<file path="src/rtl/cpu_pkg.sv">
// Shared CPU-side definitions: loader state encoding and the NOP instruction word.
package cpu_pkg;

   typedef enum logic [2:0] {
      ST_IDLE  = 3'd0,
      ST_CLEAR = 3'd1,
      ST_LOAD  = 3'd2,
      ST_RUN   = 3'd3,
      ST_ERR   = 3'd4
   } state_e;

   localparam logic [31:0] NOP_WORD = 32'h0000_0000;

endpackage

</file>
<file path="src/rtl/im_loader_if.sv">
// Host program stream plus instruction-memory write port of the loader.
interface im_loader_if #(
   parameter int AW = 5
) ();

   logic          in_valid;
   logic [31:0]   in_data;
   logic          in_last;
   logic          in_ready;
   logic          im_we;
   logic [AW-1:0] im_waddr;
   logic [31:0]   im_wdata;

   modport master (
      input  in_valid, in_data, in_last,
      output in_ready, im_we, im_waddr, im_wdata
   );

   modport slave (
      output in_valid, in_data, in_last,
      input  in_ready, im_we, im_waddr, im_wdata
   );

endinterface

</file>
<file path="src/rtl/im_loader.sv">
// Clears instruction memory to NOPs, streams a host program into it, then releases the CPU.
module im_loader
   import cpu_pkg::*;
#(
   parameter int NMEM = 20,
   parameter int AW   = $clog2(NMEM)
) (
   input  logic          clk,
   input  logic          rst_n,
   input  logic          start,
   im_loader_if.master   bus,
   output logic          cpu_run,
   output logic          done,
   output logic          err,
   output logic [AW:0]   word_count
);

   localparam logic [AW:0] LAST_IDX = (AW+1)'(NMEM - 1);
   localparam logic [AW:0] ONE      = (AW+1)'(1);

   state_e        r_state;
   logic [AW:0]   r_cnt;
   logic          r_in_ready;
   logic          r_im_we;
   logic [AW-1:0] r_im_waddr;
   logic [31:0]   r_im_wdata;
   logic          r_cpu_run;
   logic          r_done;
   logic          r_err;
   logic          w_hs;
   logic          w_last_slot;

   assign w_hs        = bus.in_valid & r_in_ready;
   assign w_last_slot = (r_cnt == LAST_IDX);

   // Loader FSM; r_cnt is the clear address in CLEAR and the accepted-word count in LOAD
   always_ff @(posedge clk or negedge rst_n) begin
      if (!rst_n) begin
         r_state    <= ST_IDLE;
         r_cnt      <= '0;
         r_in_ready <= 1'b0;
         r_im_we    <= 1'b0;
         r_im_waddr <= '0;
         r_im_wdata <= 32'h0000_0000;
         r_cpu_run  <= 1'b0;
         r_done     <= 1'b0;
         r_err      <= 1'b0;
      end else begin
         r_im_we <= 1'b0;
         case (r_state)
            ST_IDLE: begin
               if (start) begin
                  r_state <= ST_CLEAR;
                  r_cnt   <= '0;
               end
            end
            ST_CLEAR: begin
               r_im_we    <= 1'b1;
               r_im_waddr <= r_cnt[AW-1:0];
               r_im_wdata <= NOP_WORD;
               if (w_last_slot) begin
                  r_state    <= ST_LOAD;
                  r_cnt      <= '0;
                  r_in_ready <= 1'b1;
               end else begin
                  r_cnt <= r_cnt + ONE;
               end
            end
            ST_LOAD: begin
               if (w_hs) begin
                  r_im_we    <= 1'b1;
                  r_im_waddr <= r_cnt[AW-1:0];
                  r_im_wdata <= bus.in_data;
                  r_cnt      <= r_cnt + ONE;
                  if (bus.in_last) begin
                     r_state    <= ST_RUN;
                     r_in_ready <= 1'b0;
                  end else if (w_last_slot) begin
                     r_state    <= ST_ERR;
                     r_in_ready <= 1'b0;
                  end
               end
            end
            // Status rises one cycle after entry so it follows the final memory write
            ST_RUN: begin
               if (start) begin
                  r_state   <= ST_CLEAR;
                  r_cnt     <= '0;
                  r_cpu_run <= 1'b0;
                  r_done    <= 1'b0;
               end else begin
                  r_cpu_run <= 1'b1;
                  r_done    <= 1'b1;
               end
            end
            ST_ERR: begin
               if (start) begin
                  r_state <= ST_CLEAR;
                  r_cnt   <= '0;
                  r_err   <= 1'b0;
               end else begin
                  r_err <= 1'b1;
               end
            end
            default: begin
               r_state    <= ST_IDLE;
               r_cnt      <= '0;
               r_in_ready <= 1'b0;
               r_cpu_run  <= 1'b0;
               r_done     <= 1'b0;
               r_err      <= 1'b0;
            end
         endcase
      end
   end

   assign bus.in_ready = r_in_ready;
   assign bus.im_we    = r_im_we;
   assign bus.im_waddr = r_im_waddr;
   assign bus.im_wdata = r_im_wdata;
   assign cpu_run      = r_cpu_run;
   assign done         = r_done;
   assign err          = r_err;
   // While clearing, the register holds a clear address, not an accepted-word count
   assign word_count   = (r_state == ST_CLEAR) ? '0 : r_cnt;

endmodule

</file>
<file path="src/flat_wrapper.sv">
// flat-port wrapper written by rule: the top's interface ports become plain ports
module im_loader_flat import cpu_pkg::*;
#(
   parameter int NMEM = 20,
   parameter int AW   = $clog2(NMEM)
)
  (clk, rst_n, start, cpu_run, done, err, word_count, bus_in_valid, bus_in_data, bus_in_last, bus_in_ready, bus_im_we, bus_im_waddr, bus_im_wdata);
  im_loader_if #(.AW(AW)) bus_i ();
  input  logic clk;
  input  logic rst_n;
  input  logic start;
  output logic cpu_run;
  output logic done;
  output logic err;
  output logic [AW:0] word_count;
  input wire logic [$bits(bus_i.in_valid)-1:0] bus_in_valid;
  input wire logic [$bits(bus_i.in_data)-1:0] bus_in_data;
  input wire logic [$bits(bus_i.in_last)-1:0] bus_in_last;
  output wire logic [$bits(bus_i.in_ready)-1:0] bus_in_ready;
  output wire logic [$bits(bus_i.im_we)-1:0] bus_im_we;
  output wire logic [$bits(bus_i.im_waddr)-1:0] bus_im_waddr;
  output wire logic [$bits(bus_i.im_wdata)-1:0] bus_im_wdata;
  assign bus_i.in_valid = bus_in_valid;
  assign bus_i.in_data = bus_in_data;
  assign bus_i.in_last = bus_in_last;
  assign bus_in_ready = bus_i.in_ready;
  assign bus_im_we = bus_i.im_we;
  assign bus_im_waddr = bus_i.im_waddr;
  assign bus_im_wdata = bus_i.im_wdata;
  im_loader #(.NMEM(NMEM), .AW(AW)) u_core (.clk(clk), .rst_n(rst_n), .start(start), .bus(bus_i), .cpu_run(cpu_run), .done(done), .err(err), .word_count(word_count));
endmodule
</file>
<file path="config.mk">
export PLATFORM = sky130hd
export DESIGN_NAME = im_loader_flat
export DESIGN_NICKNAME = d
export VERILOG_FILES = /design/src/rtl/cpu_pkg.sv /design/src/rtl/im_loader_if.sv /design/src/rtl/im_loader.sv /design/src/flat_wrapper.sv
export SDC_FILE = /design/constraint.sdc
export NUM_CORES = 1
export LEC_CHECK = 0
export BUFFER_PORTS_ARGS = -buffer_cell sky130_fd_sc_hd__buf_2
export CAP_MARGIN = 20
export CORE_MARGIN = 5
export CORE_UTILIZATION = 53
export CTS_CLUSTER_SIZE = 24
export DETAILED_ROUTE_END_ITERATION = 8
export PLACE_DENSITY = 0.89
export SYNTH_ARGS = -nofsm -noshare
export SYNTH_HDL_FRONTEND = slang
export SYNTH_SLANG_ARGS = --single-unit
export TNS_END_PERCENT = 5
</file>
<file path="constraint.sdc">
create_clock -name clk -period 2.9 [get_ports clk]
set_clock_uncertainty 0.2 [all_clocks]
set_input_delay 0.145 -clock clk [delete_from_list [all_inputs] [get_ports clk]]
set_output_delay 0.145 -clock clk [all_outputs]
set_load 0.02 [all_outputs]
</file>
[After elaboration in Yosys (flattened, before gate mapping)]
Cells that the tools add are included.
Storage, ports and cells
  flip-flop bits (word level): 50
  input port bits: 37
  output and inout bits: 48
  word-level logic and storage cells: 54
Cells by class
  add/subtract/negate cells: 1
  equality and inequality tests: 9
  mux-type cells: 25
  bitwise gates (word level): 2
  reduce and logical (&&, ||, !) cells: 9
Operators with widths (number)
  $pmux 32 s2: 1
  $mux 32: 1
  $mux 6: 4
  $pmux 6 s3: 1
  $mux 3: 5
  $pmux 5 s2: 1
  $pmux 3 s3: 1
  $reduce_and 4->1: 2
  $reduce_or 4->1: 2
  $add 6x1->6 const B: 1
  $eq 3x2->1 const B: 2
  $eq 6x5->1 const B: 1
  $mux 1: 6
  $ne 2x1->1 const B: 3
  $pmux 1 s2: 3
  $mux 5: 1
  $reduce_and 2->1: 2
  $eq 3x1->1 const B: 1
  $eq 3x3->1 const B: 1
  $logic_not 3->1: 1
  $ne 3x2->1 const B: 1
  $pmux 1 s3: 1
  $reduce_or 3->1: 1
  $reduce_bool 2->1: 1
  other kinds (2): 2

[Logic depth before layout (Yosys ltp)]
Gate-level depths: netlist of the first run.
  depth after elaboration: 5
  depth in mapped cells: 7

[Worst setup path before layout of the first run]
OpenSTA, ideal clock, no wires.
  kind: reg-to-reg
  start: reg u_core.r_in_ready, in the netlist u_core.bus.in_ready
  end: reg u_core.r_im_waddr[0], in the netlist u_core.bus.im_waddr[0]
  library setup time: 0.125 ns
  arrival: 1.534 ns
  slack: 1.041 ns
  stages on the path, launching flop included: 7
  path buffers: 2
  period minus slack after synthesis: 1.859 ns
  path through: dfrtp_1 and2_1 nor3b_2 buf_6 a21o_1 buf_6 mux2_4
Between the ends
  cells in the longest elaborated chain, start to end: 3
Ends and longest elaborated chain
  from (decl): line im_loader.sv:23  | logic r_in_ready;
  from (signal assigned): line im_loader.sv:41  | r_in_ready <= 1'b0;
  from (signal assigned): line im_loader.sv:64  | r_in_ready <= 1'b1;
  from (signal assigned): line im_loader.sv:77  | r_in_ready <= 1'b0;
  $and 1x1->1: line im_loader.sv:33  | assign w_hs = bus.in_valid & r_in_ready;
  $ne 2x1->1 (no source line)
  $reduce_and 2->1 (no source line)
  to (signal assigned): line im_loader.sv:59  | r_im_waddr <= r_cnt[AW-1:0];
  to (signal assigned): line im_loader.sv:72  | r_im_waddr <= r_cnt[AW-1:0];
  to (decl): line im_loader.sv:25  | logic [AW-1:0] r_im_waddr;
Every way passes these cells.
A chain may end at the register's enable or synchronous reset.

[Worst setup path after layout of the first run]
  start: reg u_core.r_state[2]
  end: reg u_core.r_state[0]
Between the ends
  cells in the longest elaborated chain, start to end: 4
  elaborated cells between the ends (all ways): 12
  classes of those cells: eq/ne: 8; mux: 1; reduce/logical: 3
Ends and longest elaborated chain
  from (decl): line im_loader.sv:21  | state_e r_state;
  from (signal assigned): line im_loader.sv:39  | r_state <= ST_IDLE;
  from (signal assigned): line im_loader.sv:53  | r_state <= ST_CLEAR;
  from (signal assigned): line im_loader.sv:62  | r_state <= ST_LOAD;
  $eq 3x2->1, or another cell as far along: line im_loader.sv:50  | case (r_state)
  $reduce_or 3->1 (no source line)
  $ne 2x1->1 (no source line)
  $reduce_and 4->1 (no source line)
Parallel ways exist; a longest one is shown, timed or not.

==> summary.txt, run 1 <==
Synth
  – Post-Syn Instances: 238
  – Post-Syn Area: 0.00230 mm²
  – EDFF count, synth: 0
  – Top-area cell type share of the netlist area: 54.5%
  – Most common cell in the netlist: nand2_1
  – Post-Synth Simple-Gate Area: 21.3%
  – Synth Flop Type: dfrtp_1
  – Synth warn: 0
  – Unique cell type count in the Yosys netlist: 39
  – Asr flop ratio synth: 100%
  – Top cells by count, synth: 70 x nand2_1, 50 x dfrtp_1, 37 x o21ai_0
  – Ranking of synthesized cells by area: dfrtp_1 54%, nand2_1 11%, o21ai_0 8.1%
  – Seq cells post-synth: 50
  – Mean post-synth cell area: 9.65 µm²
  – Synthesized Nets: 276
  – Xor and xnor area share after synthesis: 0%
  – Largest family of logic cells by synthesized area: simple AND/OR/NAND/NOR gates
  – Area leader, netlist: dfrtp_1
  – Synth Area in Adders: 0.545%
  – Sequential area share after synthesis: 54.5%
  – Complex-gate fraction of the synthesized area: 14.2%
  – Mux share of post-synthesis cell area: 4.14%

Timing
  – Worst slew margin: 53.2%
  – RSZ-0062 raised after global routing: false
  – FMAX: 0.378 GHz
  – Worst-Margin Slew: 701 ps
  – Setup violators final: 0
  – Setup TNS: 0 ps
  – Final Cycle Share: 91.2%
  – Fin. Hold Viols: 0
  – Clock period minus worst slack: 2650 ps
  – Max-slew violations: 0

Status
  – Outcome: finished, final reports clean

Detailed routing
  – WL/cell: 14.5 µm
  – DR pass1 iterations: 4
  – DR vias/cell: 5.16
  – DRC viols: 0
  – Final ANT Viol Nets: 0
  – Via Count: 2,073
  – Initial drt markers: 168
  – DRT Wirelength: 5820 µm

Pwr
  – Total power: 2260 µW
  – Cell Pwr Density: 705 mW/mm²
  – P_leak: 0.00161 µW
  – Worst vdd ir: 0.564 mV

Worst setup path
  – Crit path DAT: 2680 ps
  – WP data required: 2940 ps
  – Critical path type: register to register
  – CP startpoint kind: register
  – Worst Path Max Fanout: 65
  – CP Capture Type: register

Placed design
  – DP HPWL: 3700 µm
  – RD Place Congestion: 0.876
  – Port bufs: 84

CTS
  – Num CTS Buffers: 5
  – TritonCTS clock tree: built
  – Root buffer cell: clkbuf_8
  – Clock Path Buffers: 2
  – Clock sinks: 50
  – Post-CTS Repair Setup Buffers: 0
  – Clock Latency Late Sink: 290 ps
  – Clock slew at reported path FFs: 90 ps
  – H-Tree Depth: 2

Global routing
  – Met1 usage: 25.6%
  – Largest net degree at the start of global routing: 66
  – First-pass GRT wire length: 9290 µm
  – Met3 usage: 3.43%
  – Grt peak-use layer: met2
  – Grt total ovfl: 0
  – Initial antenna violation count: 0
  – GR met2 Demand/Resource: 37.8%
  – Overall routing resource usage: 21.1%
  – Vias in the first global route: 2,114

Hold path
  – HP Class: primary input to register

Floorplan
  – Std cell rows: 24
  – Die H: 75.8 µm
  – Core ar.: 0.00426 mm²
  – DIE AREA: 0.00575 mm²
  – Initial core utilization: 53.8%
  – I/O pin total: 85
  – Die width: 75.8 µm

Flow run
  – Max-Cap Viols: 0

Final layout
  – Antenna Cells: 0
  – Area grow syn2layout: 39.8%
  – Layout cells sized above 1: 30.9%
  – Fin nets: 387
  – Post-layout util: 75.3%
[timing repair]
item | CTS | global route
hold buffers | 35 | 0
hold endpoints to repair | 83 | 0
resized for setup | 0 | 0
[critical path, cell delays in order (launching register included)]
cell and delay [ps]:
dfrtp_1 520, nand2b_1 300, nor3b_4 230, buf_4 490, a222oi_1 210, dlygate4sd3_1 590, inv_1 50
[worst paths after layout]
check | slack, ps | depth (start not counted) | to | from
min | 10 | 4 | u_core.r_state[2] | start
min in group asynchronous | 140 | 2 | u_core.bus.im_wdata[9] | rst_n
min reg2reg | 310 | 1 | u_core.bus.im_waddr[0] | u_core.bus.im_waddr[0]
max | 250 | 6 | u_core.r_state[0] | u_core.r_state[2]
max in group asynchronous | 1850 | 3 | u_core.bus.im_wdata[20] | rst_n
max reg2reg | 250 | 6 | u_core.r_state[0] | u_core.r_state[2]
[cells by family (layout without fill, tap and decap cells)]
kind of cell	count (synthesis)	after routing
AO/OA/AOI/OAI	56	56
AND/OR/NAND/NOR	101	101
flip-flops	50	50
multiplexers	7	7
adder cells (fa/ha/maj)	1	1
buffers and inverters	23	135
[stage by stage]
step	instance area [µm²]	instances	hold slack (ps)	worst slack, ps
after floorplan	2300	238	-351	1040
after global placement	2700	358	147	910
after detailed placement	2700	358	151	758
after CTS	3190	401	0.399	305
after global routing	3210	402	48.3	86.8
final	3210	402	10.9	255
[layout make-up]
type                       instances  area, µm²
tap                               52       65.1
timing repair buffer             122        806
sequential                        50       1250
clock buffer                       6       82.6
inverter                           5       18.8
fill                             310       1050
multi-input combinational        165        927
clock inverter                     2       60.1
[placed cells by master, fill, tap and decap left out, drive strengths merged, types with 2 or more instances in the layout]
cell / instances
or3: 6
mux2i: 2
or2: 2
clkbuf: 6
nor3b: 2
mux2: 5
a21oi: 9
buf: 87
dfrtp: 50
a211oi: 2
o21ai: 38
and2: 7
nand3: 2
nor2: 3
bufinv: 2
nand2: 70
a21o: 2
inv: 5
dlygate4sd3: 35
[sequential cells by signal, indices dropped and copies added (netlist names)]
register and cells:
u_core.bus.im_wdata 32, u_core.err 1, u_core.bus.in_ready 1, u_core.r_cnt 6, u_core.r_state 3, u_core.bus.im_we 1
u_core.done 1, u_core.bus.im_waddr 5
[routing by layer]
metal | share of wire (%) | wire (µm)
met4 | 1.5 | 90
met5 | 0 | 0
met1 | 39 | 2280
met3 | 6.4 | 373
met2 | 53 | 3070
[power by group]
part | leakage, µW | total [µW] | switching [µW] | internal, µW
Combinational | 0.000875 | 758 | 431 | 326
Clock | 0.0000714 | 581 | 214 | 368
Sequential | 0.000664 | 923 | 131 | 792
Total | 0.00161 | 2260 | 777 | 1490
Power figures use the tool's default switching activity.
==> run 2, diff against run 1 <==
--- a/config.mk
+++ b/config.mk
@@ -7,8 +7,10 @@
 export LEC_CHECK = 0
 export BUFFER_PORTS_ARGS = -buffer_cell sky130_fd_sc_hd__buf_2
 export CAP_MARGIN = 20
+export CELL_PAD_IN_SITES_DETAIL_PLACEMENT = 1
+export CELL_PAD_IN_SITES_GLOBAL_PLACEMENT = 2
 export CORE_MARGIN = 5
-export CORE_UTILIZATION = 53
+export CORE_UTILIZATION = 31
 export CTS_CLUSTER_SIZE = 24
 export DETAILED_ROUTE_END_ITERATION = 8
 export PLACE_DENSITY = 0.89
==> summary.txt, run 2 (same netlist as run 1, synthesis figures left out) <==
Status
  – Outcome: finished, final reports clean

Detailed routing
  – Via Count: 2,101 (+1.4%)
  – Initial drt markers: 28 (-83%)
  – Wire length on met3: 301 µm (-19%)
  – DRC viols: 0 (unchanged)
  – M1 WL: 2790 µm (+22%)
  – Met2 routed WL: 3680 µm (+20%)
  – Final ANT Viol Nets: 0 (unchanged)
  – DR vias/cell: 4.65 (-9.9%)
  – Max Used Layer: met4
  – WL/cell: 15.1 µm (+4.5%)
  – DR pass1 iterations: 4 (unchanged)
  – DRT Wirelength: 6830 µm (+17%)

Timing
  – Final Cycle Share: 90.9% (-0.32 points)
  – Max-slew violations: 0 (unchanged)
  – Worst slew margin: 42.4% (-11 points)
  – Setup violators final: 0 (unchanged)
  – Clock period minus worst slack: 2640 ps (-9.17 ps)
  – RSZ-0062 raised after global routing: false
  – Worst-Margin Slew: 865 ps (+164 ps)
  – Setup TNS: 0 ps (unchanged)
  – Fin. Hold Viols: 0 (unchanged)
  – FMAX: 0.379 GHz (+0.35%)

Worst setup path
  – CP startpoint kind: register
  – Critical path type: register to register
  – CP Capture Type: register
  – Crit path DAT: 2670 ps (about the same)
  – Worst Path Max Fanout: 65 (unchanged)
  – WP data required: 2930 ps (about the same)

CTS
  – Clock Latency Late Sink: 300 ps (about the same)
  – Clock sinks: 50 (unchanged)
  – Cts repair resizes: 0 (unchanged)
  – H-Tree Depth: 2 (unchanged)
  – Clock slew at reported path FFs: 80 ps (about the same)
  – Post-CTS Repair Setup Buffers: 0 (unchanged)
  – TritonCTS clock tree: built
  – Clock Path Buffers: 2 (unchanged)
  – Num CTS Buffers: 5 (unchanged)
  – # hold bufs at CTS: 36 (+2.9%)
  – Root buffer cell: clkbuf_8

Placed design
  – RD Place Congestion: 0.736 (-16%)
  – DP HPWL: 4450 µm (+20%)
  – Placed insts: 408 (+14%)
  – Port bufs: 84 (unchanged)

Pwr
  – Logic gate share of total power: 35.6% (+2.1 points)
  – Worst vdd ir: 0.374 mV (-34%)
  – Pint: 1390 µW (-6.7%)
  – Net switching power: 810 µW (+4.3%)
  – Switching share of power: 36.9% (+2.6 points)
  – Clock power frac: 21.9% (-3.8 points)
  – Seq pwr share: 42.5% (+1.7 points)
  – P_leak: 0.00160 µW (-0.58%)
  – Cell Pwr Density: 677 mW/mm² (-3.9%)

Floorplan
  – DIE AREA: 0.00923 mm² (+61%)
  – Std cell rows: 31 (+29%)
  – Die width: 96.1 µm (+27%)
  – Core ar.: 0.00721 mm² (+69%)
  – Initial core utilization: 31.8% (-22 points)
  – I/O pin total: 85 (unchanged)
  – Die H: 96.1 µm (+27%)

Final layout
  – Most frequent cells in the layout: 84 x buf_2, 70 x nand2_1, 50 x dfrtp_1
  – Commonest non-fill, non-tap cell in the layout: buf_2
  – Antenna Cells: 0 (unchanged)
  – Area grow syn2layout: 41.4%
  – Fin cells: 452 (+12%)
  – Fin nets: 390 (+0.78%)
  – Largest register FFs: 32 (unchanged)
  – Layout cells sized above 1: 30.6% (-0.26 points)

Global routing
  – First-pass GRT wire length: 11,000 µm (+19%)
  – Overall routing resource usage: 15.2% (-5.9 points)
  – Initial antenna violation count: 0 (unchanged)
  – Largest net degree at the start of global routing: 66 (unchanged)
  – Vias in the first global route: 2,274 (+7.6%)
  – Grt total ovfl: 0 (unchanged)

Flow run
  – Max-Cap Viols: 0 (unchanged)

Hold path
  – HP Class: primary input to register
-- run 2: cell count changes in the layout (fill, tap and decap cells not counted) --
cell	previous run	this run
clkbuf_8	6	5
clkbuf_1	0	2
buf_4	2	5
bufinv_16	2	1
buf_12	1	0
dlygate4sd3_1	35	36
-- run 2: per-layer routing --
layer,up-vias,GRT usage [%]
li1,1020,-
met4,0,2.96
met1,1023,17.6
met3,7,2.81
met5,-,0
met2,51,29.1
-- run 2: worst paths after layout --
check                                        from                     end  slack, ps  depth (start not counted)
min in group asynchronous                   rst_n         u_core.r_cnt[1]        290                          2
setup reg to reg                u_core.r_state[2]       u_core.r_state[0]        260                          6
max in group asynchronous                   rst_n  u_core.bus.im_wdata[5]       1580                          3
setup / recovery                u_core.r_state[2]       u_core.r_state[0]        260                          6
hold / removal                       bus_in_valid     u_core.bus.in_ready        110                          3
hold reg to reg            u_core.bus.im_waddr[2]  u_core.bus.im_waddr[2]        320                          1
-- run 2: power groups by stage --
stage	combinational (µW)	sequential [µW]	clock, µW
global placement	729	938	0
floorplan	523	939	0
global route	857	953	541
detailed placement	745	946	0
finish	783	934	481
CTS	795	934	502
-- run 2: metrics by stage --
stage	util, %	worst slack (ps)	power (µW)	instance area [µm²]	hold WS [ps]
2_1_floorplan	-	1040	1460	2300	-351
3_3_place_gp	38.5	858	1670	2780	126
3_5_place_dp	38.5	728	1690	2780	117
4_1_cts	45.0	260	2230	3250	99.6
5_1_grt	45.0	71.9	2350	3250	107
6_report	45.0	264	2200	3250	106
-- run 2: worst max-delay path, stage by stage, from the launching register on --
cell and delay, ps:
dfrtp_1 510, nand2b_1 290, nor3b_4 220, buf_4 500, a222oi_1 200, dlygate4sd3_1 590, inv_1 50
-- run 2: area by class of cell --
class | instances | area (µm²)
tap | 99 | 124
clock buffer | 7 | 76.3
timing repair buffer | 125 | 818
clock inverter | 1 | 30.0
inverter | 5 | 18.8
sequential | 50 | 1250
fill | 880 | 3970
multi-input combinational | 165 | 927
